`config.mk`:
```
export PLATFORM = sky130hd
export DESIGN_NAME = host_cmd_sequencer_flat
export DESIGN_NICKNAME = d
export VERILOG_FILES = /design/src/rtl/host_cmd_sequencer_if.sv /design/src/rtl/host_cmd_sequencer.sv /design/src/flat_wrapper.sv
export SDC_FILE = /design/constraint.sdc
export NUM_CORES = 1
export LEC_CHECK = 0
export CAP_MARGIN = 20
export CORE_MARGIN = 5
export CORE_UTILIZATION = 45
export CTS_CLUSTER_DIAMETER = 80
export DETAILED_ROUTE_END_ITERATION = 16
export GPL_TIMING_DRIVEN = 0
export SYNTH_ARGS = -nofsm -noshare
export SYNTH_HDL_FRONTEND = slang
export SYNTH_SLANG_ARGS = --single-unit
```
`constraint.sdc`:
```
create_clock -name clk -period 6.8 [get_ports clk]
set_input_delay 1.02 -clock clk [delete_from_list [all_inputs] [get_ports clk]]
set_output_delay 1.02 -clock clk [all_outputs]
set_load 0.02 [all_outputs]
```
`src/rtl/host_cmd_sequencer_if.sv`:
```
// rtl/host_cmd_sequencer_if.sv - command/response handshake between the sequencer and RemoteComm
// The master side issues commands and consumes responses; the slave side is the host UART.
interface host_cmd_sequencer_if #(
  parameter int CMD_W  = 8,
  parameter int DATA_W = 16
);
  logic [CMD_W-1:0]  cmd;
  logic [DATA_W-1:0] data;
  logic              send_cmd;
  logic              cmd_sent;
  logic              resp_rdy;
  logic [7:0]        resp;
  logic              clr_resp_rdy;

  modport master (
    output cmd, data, send_cmd, clr_resp_rdy,
    input  cmd_sent, resp_rdy, resp
  );

  modport slave (
    input  cmd, data, send_cmd, clr_resp_rdy,
    output cmd_sent, resp_rdy, resp
  );
endinterface

```
`src/rtl/host_cmd_sequencer.sv`:
```
// rtl/host_cmd_sequencer.sv - plays a loadable (cmd,data,gap) script into RemoteComm
// Each entry is sent, its response checked against ACK, retried on timeout/NACK, and the run scored.
module host_cmd_sequencer #(
  parameter int         DEPTH        = 16,
  parameter int         CMD_W        = 8,
  parameter int         DATA_W       = 16,
  parameter int         GAP_W        = 20,
  parameter int         TIMEOUT_CYC  = 1000000,
  parameter int         MAX_RETRY    = 2,
  parameter logic [7:0] ACK          = 8'hA5,
  parameter bit         ABORT_ON_ERR = 1'b0,
  localparam int        AW           = $clog2(DEPTH)
) (
  input  logic              clk,
  input  logic              rst,
  input  logic              ld_we,
  input  logic [AW-1:0]     ld_addr,
  input  logic [CMD_W-1:0]  ld_cmd,
  input  logic [DATA_W-1:0] ld_data,
  input  logic [GAP_W-1:0]  ld_gap,
  input  logic [AW:0]       num_ent,
  input  logic              start,
  host_cmd_sequencer_if.master rc,
  output logic              busy,
  output logic              done,
  output logic              pass,
  output logic [AW:0]       fail_cnt,
  output logic [AW-1:0]     cur_idx,
  output logic [1:0]        last_err
);
  localparam int TW = $clog2(TIMEOUT_CYC) + 1;
  localparam int RW = $clog2(MAX_RETRY + 1) + 1;
  localparam int EW = CMD_W + DATA_W + GAP_W;

  typedef enum logic [2:0] {IDLE, ISSUE, WAIT_SENT, WAIT_RESP, CHECK, GAP, DONE} state_t;

  state_t            state, state_d;
  logic [EW-1:0]     script [DEPTH];
  logic [EW-1:0]     ent;
  logic [AW-1:0]     idx;
  logic [AW:0]       nent_q;
  logic [RW-1:0]     retries;
  logic [TW-1:0]     timer;
  logic [GAP_W-1:0]  gap_cnt;
  logic [7:0]        resp_q;
  logic [CMD_W-1:0]  cmd_q;
  logic [DATA_W-1:0] data_q;
  logic              send_q;
  logic              clr_d;
  logic              is_last;
  logic              retry_evt;
  logic              fail_evt;
  logic [1:0]        err_code;

  assign busy            = (state != IDLE) && (state != DONE);
  assign done            = (state == DONE);
  assign cur_idx         = idx;
  assign ent             = script[idx];
  assign rc.cmd          = cmd_q;
  assign rc.data         = data_q;
  assign rc.send_cmd     = send_q;
  assign rc.clr_resp_rdy = clr_d;

  // Script RAM is deliberately outside reset so a reset never loses a loaded script.
  always_ff @(posedge clk) begin
    if (ld_we && !busy) begin
      script[ld_addr] <= {ld_cmd, ld_data, ld_gap};
    end
  end

  always_ff @(posedge clk) begin
    if (rst) begin
      state <= IDLE;
    end else begin
      state <= state_d;
    end
  end

  always_comb begin
    state_d   = state;
    clr_d     = 1'b0;
    retry_evt = 1'b0;
    fail_evt  = 1'b0;
    err_code  = 2'b00;
    is_last   = ({1'b0, idx} == (nent_q - (AW+1)'(1)));
    unique case (state)
      IDLE:      if (start) state_d = (num_ent != '0) ? ISSUE : DONE;
      ISSUE:     state_d = WAIT_SENT;
      WAIT_SENT: if (rc.cmd_sent) state_d = WAIT_RESP;
      // A response arriving on the expiry cycle is taken as a response.
      WAIT_RESP: begin
        if (rc.resp_rdy) begin
          clr_d   = 1'b1;
          state_d = CHECK;
        end else if (timer == TW'(TIMEOUT_CYC - 1)) begin
          err_code = 2'b01;
        end
      end
      CHECK:     if (resp_q == ACK) state_d = GAP; else err_code = 2'b10;
      GAP:       if (gap_cnt <= GAP_W'(1)) state_d = is_last ? DONE : ISSUE;
      DONE:      state_d = IDLE;
      default:   state_d = IDLE;
    endcase
    if (err_code != 2'b00) begin
      if (retries < RW'(MAX_RETRY)) begin
        retry_evt = 1'b1;
        state_d   = ISSUE;
      end else begin
        fail_evt = 1'b1;
        state_d  = ABORT_ON_ERR ? DONE : GAP;
      end
    end
  end

  always_ff @(posedge clk) begin
    if (rst) begin
      idx      <= '0;
      nent_q   <= '0;
      retries  <= '0;
      timer    <= '0;
      gap_cnt  <= '0;
      resp_q   <= '0;
      cmd_q    <= '0;
      data_q   <= '0;
      send_q   <= 1'b0;
      fail_cnt <= '0;
      last_err <= 2'b00;
      pass     <= 1'b0;
    end else begin
      send_q <= (state == ISSUE);
      if (state == ISSUE) begin
        cmd_q  <= ent[EW-1 -: CMD_W];
        data_q <= ent[GAP_W +: DATA_W];
      end
      if (state == IDLE && start) begin
        idx      <= '0;
        nent_q   <= num_ent;
        retries  <= '0;
        fail_cnt <= '0;
        last_err <= 2'b00;
      end
      // Timer saturates rather than wrapping; it restarts the cycle after cmd_sent.
      if (state == WAIT_SENT && rc.cmd_sent) begin
        timer <= '0;
      end else if (state == WAIT_RESP && timer != {TW{1'b1}}) begin
        timer <= timer + TW'(1);
      end
      if (state == WAIT_RESP && rc.resp_rdy) resp_q <= rc.resp;
      if (state == CHECK && err_code == 2'b00) gap_cnt <= ent[GAP_W-1:0];
      if (retry_evt) retries <= retries + RW'(1);
      if (fail_evt) begin
        fail_cnt <= fail_cnt + (AW+1)'(1);
        last_err <= err_code;
        gap_cnt  <= '0;
      end
      if (state == GAP) begin
        retries <= '0;
        if (gap_cnt > GAP_W'(1)) begin
          gap_cnt <= gap_cnt - GAP_W'(1);
        end else if (!is_last) begin
          idx <= idx + AW'(1);
        end
      end
      if (state == DONE) pass <= (fail_cnt == '0);
    end
  end
endmodule
```
`src/flat_wrapper.sv`:
```
// flat-port wrapper written by rule: the top's interface ports become plain ports
module host_cmd_sequencer_flat 
#(
  parameter int         DEPTH        = 16,
  parameter int         CMD_W        = 8,
  parameter int         DATA_W       = 16,
  parameter int         GAP_W        = 20,
  parameter int         TIMEOUT_CYC  = 1000000,
  parameter int         MAX_RETRY    = 2,
  parameter logic [7:0] ACK          = 8'hA5,
  parameter bit         ABORT_ON_ERR = 1'b0,
  localparam int        AW           = $clog2(DEPTH)
)
  (clk, rst, ld_we, ld_addr, ld_cmd, ld_data, ld_gap, num_ent, start, busy, done, pass, fail_cnt, cur_idx, last_err, rc_cmd, rc_data, rc_send_cmd, rc_clr_resp_rdy, rc_cmd_sent, rc_resp_rdy, rc_resp);
  host_cmd_sequencer_if #(.CMD_W(CMD_W), .DATA_W(DATA_W)) rc_i ();
  input  logic clk;
  input  logic rst;
  input  logic ld_we;
  input  logic [AW-1:0] ld_addr;
  input  logic [CMD_W-1:0] ld_cmd;
  input  logic [DATA_W-1:0] ld_data;
  input  logic [GAP_W-1:0] ld_gap;
  input  logic [AW:0] num_ent;
  input  logic start;
  output logic busy;
  output logic done;
  output logic pass;
  output logic [AW:0] fail_cnt;
  output logic [AW-1:0] cur_idx;
  output logic [1:0] last_err;
  output wire logic [$bits(rc_i.cmd)-1:0] rc_cmd;
  output wire logic [$bits(rc_i.data)-1:0] rc_data;
  output wire logic [$bits(rc_i.send_cmd)-1:0] rc_send_cmd;
  output wire logic [$bits(rc_i.clr_resp_rdy)-1:0] rc_clr_resp_rdy;
  input wire logic [$bits(rc_i.cmd_sent)-1:0] rc_cmd_sent;
  input wire logic [$bits(rc_i.resp_rdy)-1:0] rc_resp_rdy;
  input wire logic [$bits(rc_i.resp)-1:0] rc_resp;
  assign rc_cmd = rc_i.cmd;
  assign rc_data = rc_i.data;
  assign rc_send_cmd = rc_i.send_cmd;
  assign rc_clr_resp_rdy = rc_i.clr_resp_rdy;
  assign rc_i.cmd_sent = rc_cmd_sent;
  assign rc_i.resp_rdy = rc_resp_rdy;
  assign rc_i.resp = rc_resp;
  host_cmd_sequencer #(.DEPTH(DEPTH), .CMD_W(CMD_W), .DATA_W(DATA_W), .GAP_W(GAP_W), .TIMEOUT_CYC(TIMEOUT_CYC), .MAX_RETRY(MAX_RETRY), .ACK(ACK), .ABORT_ON_ERR(ABORT_ON_ERR)) u_core (.clk(clk), .rst(rst), .ld_we(ld_we), .ld_addr(ld_addr), .ld_cmd(ld_cmd), .ld_data(ld_data), .ld_gap(ld_gap), .num_ent(num_ent), .start(start), .rc(rc_i), .busy(busy), .done(done), .pass(pass), .fail_cnt(fail_cnt), .cur_idx(cur_idx), .last_err(last_err));
endmodule
```
== Word-level counts from Yosys, hierarchy flattened ==
Memories as Yosys holds them, arrays and structs flattened. A register that Yosys moved wholly into a read port is not among the register bits.
Index checks and enable logic that the tools add are counted.

* Add/subtract/negate cells: 6
* Order comparisons: 3
* Equality and inequality tests: 16
* Mux-type cells: 37
* Reductions and logical operators: 19

{| class="wikitable"
|+ Operator list
! cell !! count
|-
| $mux W20 || 4
|-
| $mux W3 || 11
|-
| $add A21 B1 Y21 const B || 1
|-
| $eq A21 B20 Y1 const B || 1
|-
| $ne A21 B21 Y1 const B || 1
|-
| $gt A20 B1 Y1 const B || 1
|-
| $le A20 B1 Y1 const B || 1
|-
| $mux W4 || 5
|-
| $sub A20 B1 Y20 const B || 1
|-
| $pmux W3 S6 || 1
|-
| $mux W5 || 2
|-
| $eq A3 B3 Y1 const B || 3
|-
| $mux W1 || 9
|-
| $ne A3 B2 Y1 const B || 3
|-
| $eq A8 B8 Y1 const B || 1
|-
| $mux W2 || 4
|-
| $logic_and A1 B1 Y1 || 7
|-
| $eq A3 B2 Y1 const B || 2
|-
| $ne A3 B1 Y1 const B || 2
|-
| $reduce_bool A2 Y1 || 3
|-
| $add A5 B1 Y5 const B || 1
|-
| $eq A4 B5 Y1 || 1
|-
| $logic_not A5 Y1 || 1
|-
| $reduce_and A5 Y1 || 1
|-
| 13 further kinds || 14
|}

* Bits in registers: 97
* Bits in writable memories: 704
* Input bits: 67
* Output and inout bits: 40
* Memories: 1

{| class="wikitable"
|+ Memories
! memory !! words !! width !! read ports !! clocked after Yosys merged registers in !! wr ports !! RTL line !! text
|-
| u_core.script || 16 || 44 || 1 || 1 || 1 || host_cmd_sequencer.sv:38 || <nowiki>logic [EW-1:0] script [DEPTH];</nowiki>
|}

== Depth between registers and ports, before layout ==
Gate-level depths: netlist of run 1.

* Depth after elaboration: 10
* Depth in mapped cells: 9
* Depth with buffers taken out: 8

== Worst setup path after synthesis of run 1 ==
Ideal clock, no wire load.

* Path type: input -> register
* Start point: input port ld_we
* End point: memory u_core.script[0][0] (netlist name), enable pin
* Arrival: 4.466 ns
* Required time: 6.300 ns
* Setup slack: 1.834 ns
* Stages on the path: 3
* Buffers on the path: 0
* Cell sequence: nand2_1 or3_1 nor3_1

* Longest elaborated chain between the ends: 3

{| class="wikitable"
|+ RTL lines
! item !! RTL line !! text
|-
| start, declared || flat_wrapper.sv:18 || <nowiki>input logic ld_we;</nowiki>
|-
| $logic_and A1 B1 Y1 || host_cmd_sequencer.sv:66 || <nowiki>if (ld_we && !busy) begin</nowiki>
|-
| $mux W1 || host_cmd_sequencer.sv:66 ||
|-
| $mux W1 (not written as such) || host_cmd_sequencer.sv:67 || <nowiki>script[ld_addr] <= {ld_cmd, ld_data, ld_gap};</nowiki>
|-
| end, declared || host_cmd_sequencer.sv:38 ||
|}

No other way between the ends.

== Worst setup path in the final report of run 1 ==
* Start point: register u_core.state[1]
* End point: output port busy

* Longest elaborated chain between the ends: 2
* Elaborated cells between the ends (all ways): 3
* Those cells by class: eq/ne (1); reduce/logical (2)

{| class="wikitable"
|+ RTL lines
! item !! RTL line !! text
|-
| start, declared || host_cmd_sequencer.sv:37 || <nowiki>state_t state, state_d;</nowiki>
|-
| start signal, assigned || host_cmd_sequencer.sv:75 || <nowiki>state <= state_d;</nowiki>
|-
| $ne A3 B3 Y1 or $reduce_bool A3 Y1 (tied branches) || host_cmd_sequencer.sv:55 || <nowiki>assign busy = (state != IDLE) && (state != DONE);</nowiki>
|-
| $logic_and A1 B1 Y1 * || host_cmd_sequencer.sv:55 ||
|-
| end, declared || flat_wrapper.sv:25 || <nowiki>output logic busy;</nowiki>
|}

Mark *: on every way between the ends. The rest lies on a longest branch, timed or not.

==> run_results.csv, run 1 <==
group,metric,value,unit
outcome,status,"finished, final reports clean",
setup_path,rrSetupSlack,3.04,ns
cells_and_area,nFillCells,5324,
setup_path,cp.arrival,2.80,ns
sta,clock.fmax,262,MHz
global_routing,grt_max_degree,23,
global_routing,antenna_found_initial,3,
clock_tree,post-cts-setup-buffers,0,
sta,hold_viol,0,
cells_and_area,drive_above_1_share,0.232,
cells_and_area,layout_common_cells,"edfxtp_1 (704), mux4_2 (214), clkdlybuf4s50_1 (105)",
sta,slew-limit-headroom,0.273,
clock_tree,cts_buffer_depth,3,
cells_and_area,nets,1878,
synthesis,avgSynthCellArea,20.0,µm²
sta,tns,0,ns
synthesis,synth-seq-cells,801,
die,initial_utilization,0.452,
setup_path,endpoint,"busy",
die,die_w,272,µm
setup_path,cp_max_fo,10,
synthesis,synth-main-ff-cell,"edfxtp_1",
placed_design,place_congestion,0.828,
synthesis,synth_edf_count,704,
setup_path,rr_endpoint,"u_core.rc.data[0]$_SDFFE_PP0P_",
sta,setup_ws,2.98,ns
drt,drtPass1Iterations,5,
sta,finalSetupViolCount,0,
synthesis,synth_area,0.0310,mm²
die,fp.dieH,272,µm
clock_tree,cts-root-buf,"clkbuf_16",
sta,finalCritPeriodShare,0.562,
min_path,hold_path.class,"flop to flop",
global_routing,groute.usage.overall,0.202,
power,p_per_area,311,mW/mm²
clock_tree,ctsHoldBuffers,0,
synthesis,synth_cell_type_count,64,
drt,drc,0,
clock_tree,cts_tree,"done",
setup_path,cp-startpoint,"u_core.state[1]$_SDFFE_PP0P_",
die,core,0.0685,mm²
global_routing,grt_pass1_vias,16500,
cells_and_area,utilization,0.539,
synthesis,yosysSeqAreaShare,0.745,
global_routing,grt_pass1_wl,110,mm
setup_path,cp-start-kind,"flop",
drt,routed_wl,75.2,mm
drt,vias,16100,
placed_design,portBuffers,105,
synthesis,syn_nets,1625,
die,fp.dieArea,0.0742,mm²
sta,final.min_clock_period,3.82,ns
setup_path,critPathKind,"flop to primary output",
drt,viasPerCell,5.84,
sta,fin_skew,0.0367,ns
clock_tree,insertion_delay,0.63,ns
clock_tree,path_clk_slew,0.06,ns
power,leakage,11.3,nW
flow_run,cap_violations,0,
sta,tightest_slew,1.09,ns
drt,wl_per_cell,27.3,µm
placed_design,dp_hpwl,49.2,mm
drt,ant_nets,0,
placed_design,dp_slack,2.91,ns
synthesis,ys_warn_count,0,
clock_tree,clock_sinks,801,
cells_and_area,area_delta_synth_final,19.2,%
die,io_pins,107,
power,vdd_ir_drop_max,197,µV
cells_and_area,final_common_cell,"edfxtp_1",
clock_tree,numCtsBuffers,85,
synthesis,postSynthCellCount,1550,
sta,drv_slew,0,
power,power,11.5,mW
global_routing,grt-ovfl-total,0,
setup_path,reg2regPathDepth,6,
synthesis,synthArstFlopShare,0,
setup_path,end_kind,"primary output",
setup_path,timing.rr.start,"u_core.cur_idx[0]$_SDFF_PP0_",
sta,rsz0062_at_grt,"no",
die,rows,96,
drt,drt-initial-drc-count,1457,
setup_path,cp.required,5.78,ns
clock_tree,htree_levels,3,
clock_tree,cts_resized,0,
worst max-delay path, stage by stage (launching register included):
cell and delay, ns:
dfxtp_1 0.37, clkbuf_1 0.34, nor2b_1 0.11, nor3_1 0.67, inv_1 0.13, clkdlybuf4s50_1 0.57
routing by layer:
| layer | GRT usage | part of all wire | vias up |
|---|---|---|---|
| li1 | - | - | 6938 |
| met1 | 0.273 | 0.41 | 8512 |
| met2 | 0.342 | 0.50 | 534 |
| met3 | 0.0373 | 0.061 | 118 |
| met4 | 0.0570 | 0.026 | 4 |
| met5 | 0 | 0.00033 | - |
flip-flops by register name, indices dropped and copies added, names as in the netlist:
name / cells
u_core.resp_q: 8
u_core.rc.cmd: 8
u_core.script: 704
u_core.pass: 1
u_core.fail_cnt: 5
u_core.rc.data: 16
u_core.timer: 21
u_core.gap_cnt: 20
u_core.nent_q: 5
u_core.last_err: 2
u_core.state: 3
u_core.rc.send_cmd: 1
u_core.retries: 3
u_core.cur_idx: 4
logic make-up after synthesis:
kind of cell / share of synthesized area
flip-flops: 0.745
AND/OR/NAND/NOR: 0.0394
multiplexers: 0.159
AO/OA/AOI/OAI: 0.0323
buffers and inverters: 0.0125
XOR/XNOR: 0.00792
adder cells (fa/ha/maj): 0.00323
Yosys cell counts, types with 3 or more instances:
master | n | area (µm²)
a211oi_1 | 13 | 97.6
a21oi_1 | 42 | 210
a221o_1 | 4 | 40.0
a22o_1 | 24 | 210
a22oi_1 | 4 | 30.0
a31o_2 | 3 | 26.3
a31oi_1 | 3 | 18.8
a32oi_1 | 4 | 35.0
and2_1 | 3 | 18.8
and3_1 | 4 | 25.0
buf_1 | 16 | 60.1
buf_2 | 11 | 55.1
clkbuf_1 | 47 | 176
dfxtp_1 | 97 | 1940
edfxtp_1 | 704 | 21100
ha_1 | 8 | 100
inv_1 | 19 | 71.3
mux2_2 | 4 | 45.0
mux2i_1 | 7 | 70.1
mux4_2 | 214 | 4820
nand2_1 | 69 | 259
nand2b_1 | 3 | 18.8
nand3_1 | 18 | 90.1
nand3b_1 | 4 | 30.0
nand4_1 | 16 | 100
nor2_1 | 67 | 251
nor2b_1 | 9 | 56.3
nor3_1 | 25 | 125
nor4_1 | 9 | 56.3
nor4b_1 | 5 | 43.8
o211ai_1 | 6 | 45.0
o21a_1 | 3 | 22.5
o21ai_0 | 11 | 55.1
o21ai_1 | 4 | 20.0
or3_1 | 9 | 56.3
or4_1 | 3 | 22.5
xnor2_1 | 14 | 123
xor2_1 | 14 | 123
per-stage QoR:
| step | instance area, µm² | hold slack [ns] | cells |
|---|---|---|---|
| 6_report | 36900 | 0.454 | 2757 |
| 5_1_grt | 36900 | 0.469 | 2755 |
| 4_1_cts | 36900 | 0.458 | 2751 |
| 3_5_place_dp | 34200 | 0.448 | 2594 |
| 3_3_place_gp | 33100 | 0.443 | 2537 |
| 2_1_floorplan | 31000 | 0.432 | 1550 |
power by group:
part	internal (mW)	total (mW)	switching, mW
sequential	5.53	5.62	0.0841
combinational	0.639	1.46	0.825
clock	2.57	4.41	1.84
total	8.74	11.5	2.75
layout make-up:
type	count	area [µm²]	area share
clock buffers	124	2370	0.0641
clock inverters	33	288	0.00780
repair buffers	166	2070	0.0560
flip-flops and latches	801	23100	0.625
plain buffers	76	308	0.00834
diodes	2	5.00	0.000136
well taps	882	1100	0.0299
multi-input cells	652	7610	0.206
inverters	21	78.8	0.00214
worst min-delay path by stage:
stage / start / end / depth (start not counted)
after floorplan: u_core.resp_q[5]$_SDFFE_PP0P_ / u_core.resp_q[5]$_SDFFE_PP0P_ / 2
after global placement: u_core.resp_q[0]$_SDFFE_PP0P_ / u_core.resp_q[0]$_SDFFE_PP0P_ / 2
after detailed placement: u_core.resp_q[1]$_SDFFE_PP0P_ / u_core.resp_q[1]$_SDFFE_PP0P_ / 2
after CTS: u_core.resp_q[6]$_SDFFE_PP0P_ / u_core.resp_q[6]$_SDFFE_PP0P_ / 2
after global routing: u_core.resp_q[5]$_SDFFE_PP0P_ / u_core.resp_q[5]$_SDFFE_PP0P_ / 2
final: u_core.resp_q[6]$_SDFFE_PP0P_ / u_core.resp_q[6]$_SDFFE_PP0P_ / 2
Power figures use the tool's default switching activity.
==> inputs of run 2 (changes only) <==
==> constraint.sdc (replaced) <==
create_clock -name clk -period 3.92 [get_ports clk]
set_input_delay 0.588 -clock clk [delete_from_list [all_inputs] [get_ports clk]]
set_output_delay 0.588 -clock clk [all_outputs]
set_load 0.02 [all_outputs]
==> run_results.csv, run 2 (same netlist as run 1, synthesis figures left out) <==
group,metric,value,unit
setup_path,critPathSlowestCell,"clkbuf_1",
power,leakage,11.3,nW
setup_path,max_stage_delay,0.67,ns
die,initial_utilization,0.452,
clock_tree,cts-root-buf,"clkbuf_16",
drt,drtPass1Iterations,7,
cells_and_area,largest_register_ff_count,704,
die,rows,96,
placed_design,portBuffers,105,
placed_design,place_congestion,0.854,
global_routing,antenna_found_initial,3,
global_routing,use_met1,0.277,
drt,routed_wl,75.1,mm
die,fp.dieH,272,µm
drt,vias,16100,
placed_design,dp.cells,2584,
cells_and_area,multi_input_area,0.00764,mm²
outcome,status,"finished, final reports clean",
clock_tree,cts_tree,"done",
clock_tree,post-cts-setup-buffers,0,
cells_and_area,nets,1863,
setup_path,end_kind,"flop",
sta,tightest_slew,1.10,ns
cells_and_area,register_area,0.0231,mm²
min_path,hold_path.class,"flop to flop",
clock_tree,htree_levels,3,
clock_tree,numCtsBuffers,83,
sta,finalSetupViolCount,0,
setup_path,cp-start-kind,"flop",
cells_and_area,nFillCells,5361,
setup_path,cp_max_fo,10,
clock_tree,clock_sinks,801,
drt,wl_per_cell,27.4,µm
cells_and_area,layout_common_cells,"edfxtp_1 (704), mux4_2 (214), clkdlybuf4s50_1 (105)",
global_routing,grt_max_degree,24,
global_routing,use_met2,0.344,
flow_run,cap_violations,0,
setup_path,cp.arrival,4.19,ns
cells_and_area,reg_top3,"u_core.script (704), u_core.timer (21), u_core.gap_cnt (20)",
cells_and_area,stdcell_count,2742,
drt,drt-initial-drc-count,1509,
die,fp.dieArea,0.0742,mm²
setup_path,critPathKind,"flop to flop",
clock_tree,cts_buffer_depth,3,
cells_and_area,final_common_cell,"edfxtp_1",
die,core,0.0685,mm²
global_routing,groute.usage.overall,0.203,
sta,slew-limit-headroom,0.259,
sta,hold_viol,0,
sta,drv_slew,0,
cells_and_area,drive_above_1_share,0.229,
global_routing,grt-ovfl-total,0,
clock_tree,path_clk_slew,0.06,ns
sta,finalCritPeriodShare,0.936,
placed_design,dp_hpwl,49.1,mm
global_routing,grt.met3_usage,0.0366,
cells_and_area,regMostFlops,"u_core.script",
global_routing,grt-busiest-layer,"met2",
drt,viasPerCell,5.86,
die,die_w,272,µm
die,io_pins,107,
power,p_per_area,540,mW/mm²
sta,clock.fmax,272,MHz
setup_path,cp_cell_sequence,"clkbuf_1 -> clkbuf_1 -> buf_1 -> buf_8 -> mux4_2 -> mux4_2 -> a22o_1",
setup_path,critical_path.top_delay_family,"buffers and inverters",
cells_and_area,area_delta_synth_final,19.3,%
sta,final.min_clock_period,3.67,ns
global_routing,grt_pass1_wl,110,mm
drt,drc,0,
power,power,20.0,mW
power,vdd_ir_drop_max,370,µV
setup_path,cp.required,4.44,ns
sta,fin_skew,0.0403,ns
setup_path,worst-path-buf-inv,4,
global_routing,grt_pass1_vias,16400,
sta,rsz0062_at_grt,"no",
sta,whs,0.458,ns
clock_tree,insertion_delay,0.64,ns
drt,ant_nets,0,
==> run 2: changes by cell type in the layout (fill, tap and decap cells not counted), sizes merged <==
cell           previous run  this run
clkinvlp                  2         3
clkbuf                  173       177
inv                      23        22
clkdlybuf4s15             0         2
diode                     2         1
clkinv                   25        20
buf                      88        73
==> run 2: power by group <==
part / total, mW / switching (mW) / internal, mW
Combinational: 2.53 / 1.43 / 1.10
Sequential: 9.75 / 0.146 / 9.60
Clock: 7.70 / 3.22 / 4.48
Total: 20.0 / 4.80 / 15.2
==> run 2: routing by layer <==
| metal | part of all wire | vias to the layer above | routed length [µm] |
|---|---|---|---|
| li1 | - | 6904 | - |
| met1 | 0.42 | 8537 | 31500 |
| met2 | 0.50 | 502 | 37900 |
| met3 | 0.054 | 113 | 4090 |
| met4 | 0.022 | 2 | 1630 |
| met5 | 0.00016 | - | 12 |
==> run 2: worst paths after layout <==
check                                                   start                       endpoint  slack (ns)  cells after the start
worst max-delay path             u_core.cur_idx[0]$_SDFF_PP0_  u_core.rc.cmd[3]$_SDFFE_PP0P_        0.25                      7
worst min-delay path            u_core.resp_q[1]$_SDFFE_PP0P_  u_core.resp_q[1]$_SDFFE_PP0P_        0.46                      2
worst max register to register   u_core.cur_idx[0]$_SDFF_PP0_  u_core.rc.cmd[3]$_SDFFE_PP0P_        0.25                      7
worst min register to register  u_core.resp_q[1]$_SDFFE_PP0P_  u_core.resp_q[1]$_SDFFE_PP0P_        0.46                      2
==> run 2: per-stage QoR <==
stage / TNS (ns) / cell area, µm² / setup WS (ns) / util
2_1_floorplan: 0 / 31000 / 0.192 / -
4_1_cts: 0 / 36900 / 0.0655 / 0.540
6_report: 0 / 37000 / 0.250 / 0.540
3_5_place_dp: -0.0406 / 34200 / -0.0406 / 0.500
3_3_place_gp: -2114.62 / 33100 / -3.34 / 0.484
5_1_grt: 0 / 37000 / 0.0512 / 0.540
==> run 2: timing repair <==
| action | in CTS | in global routing |
|---|---|---|
| hold buffers | 0 | 0 |
| gates resized for setup | 4 | 2 |
| endpoints found under the setup margin | 2 | 5 |
==> run 2: tightest hold or removal path, cell delays in order, from the launching register on <==
cell     delay, ns
dfxtp_1       0.31
nand2_1       0.05
a21oi_1       0.05
==> run 2: final cells by class <==
| cell class | instances | share of cell area |
|---|---|---|
| Sequential cell | 801 | 0.625 |
| Multi-Input combinational cell | 652 | 0.207 |
| Clock buffer | 128 | 0.0644 |
| Timing Repair Buffer | 153 | 0.0551 |
| Tap cell | 882 | 0.0299 |
| Buffer | 76 | 0.00877 |
| Clock inverter | 28 | 0.00856 |
| Inverter | 21 | 0.00213 |
| Antenna cell | 1 | 0.0000677 |
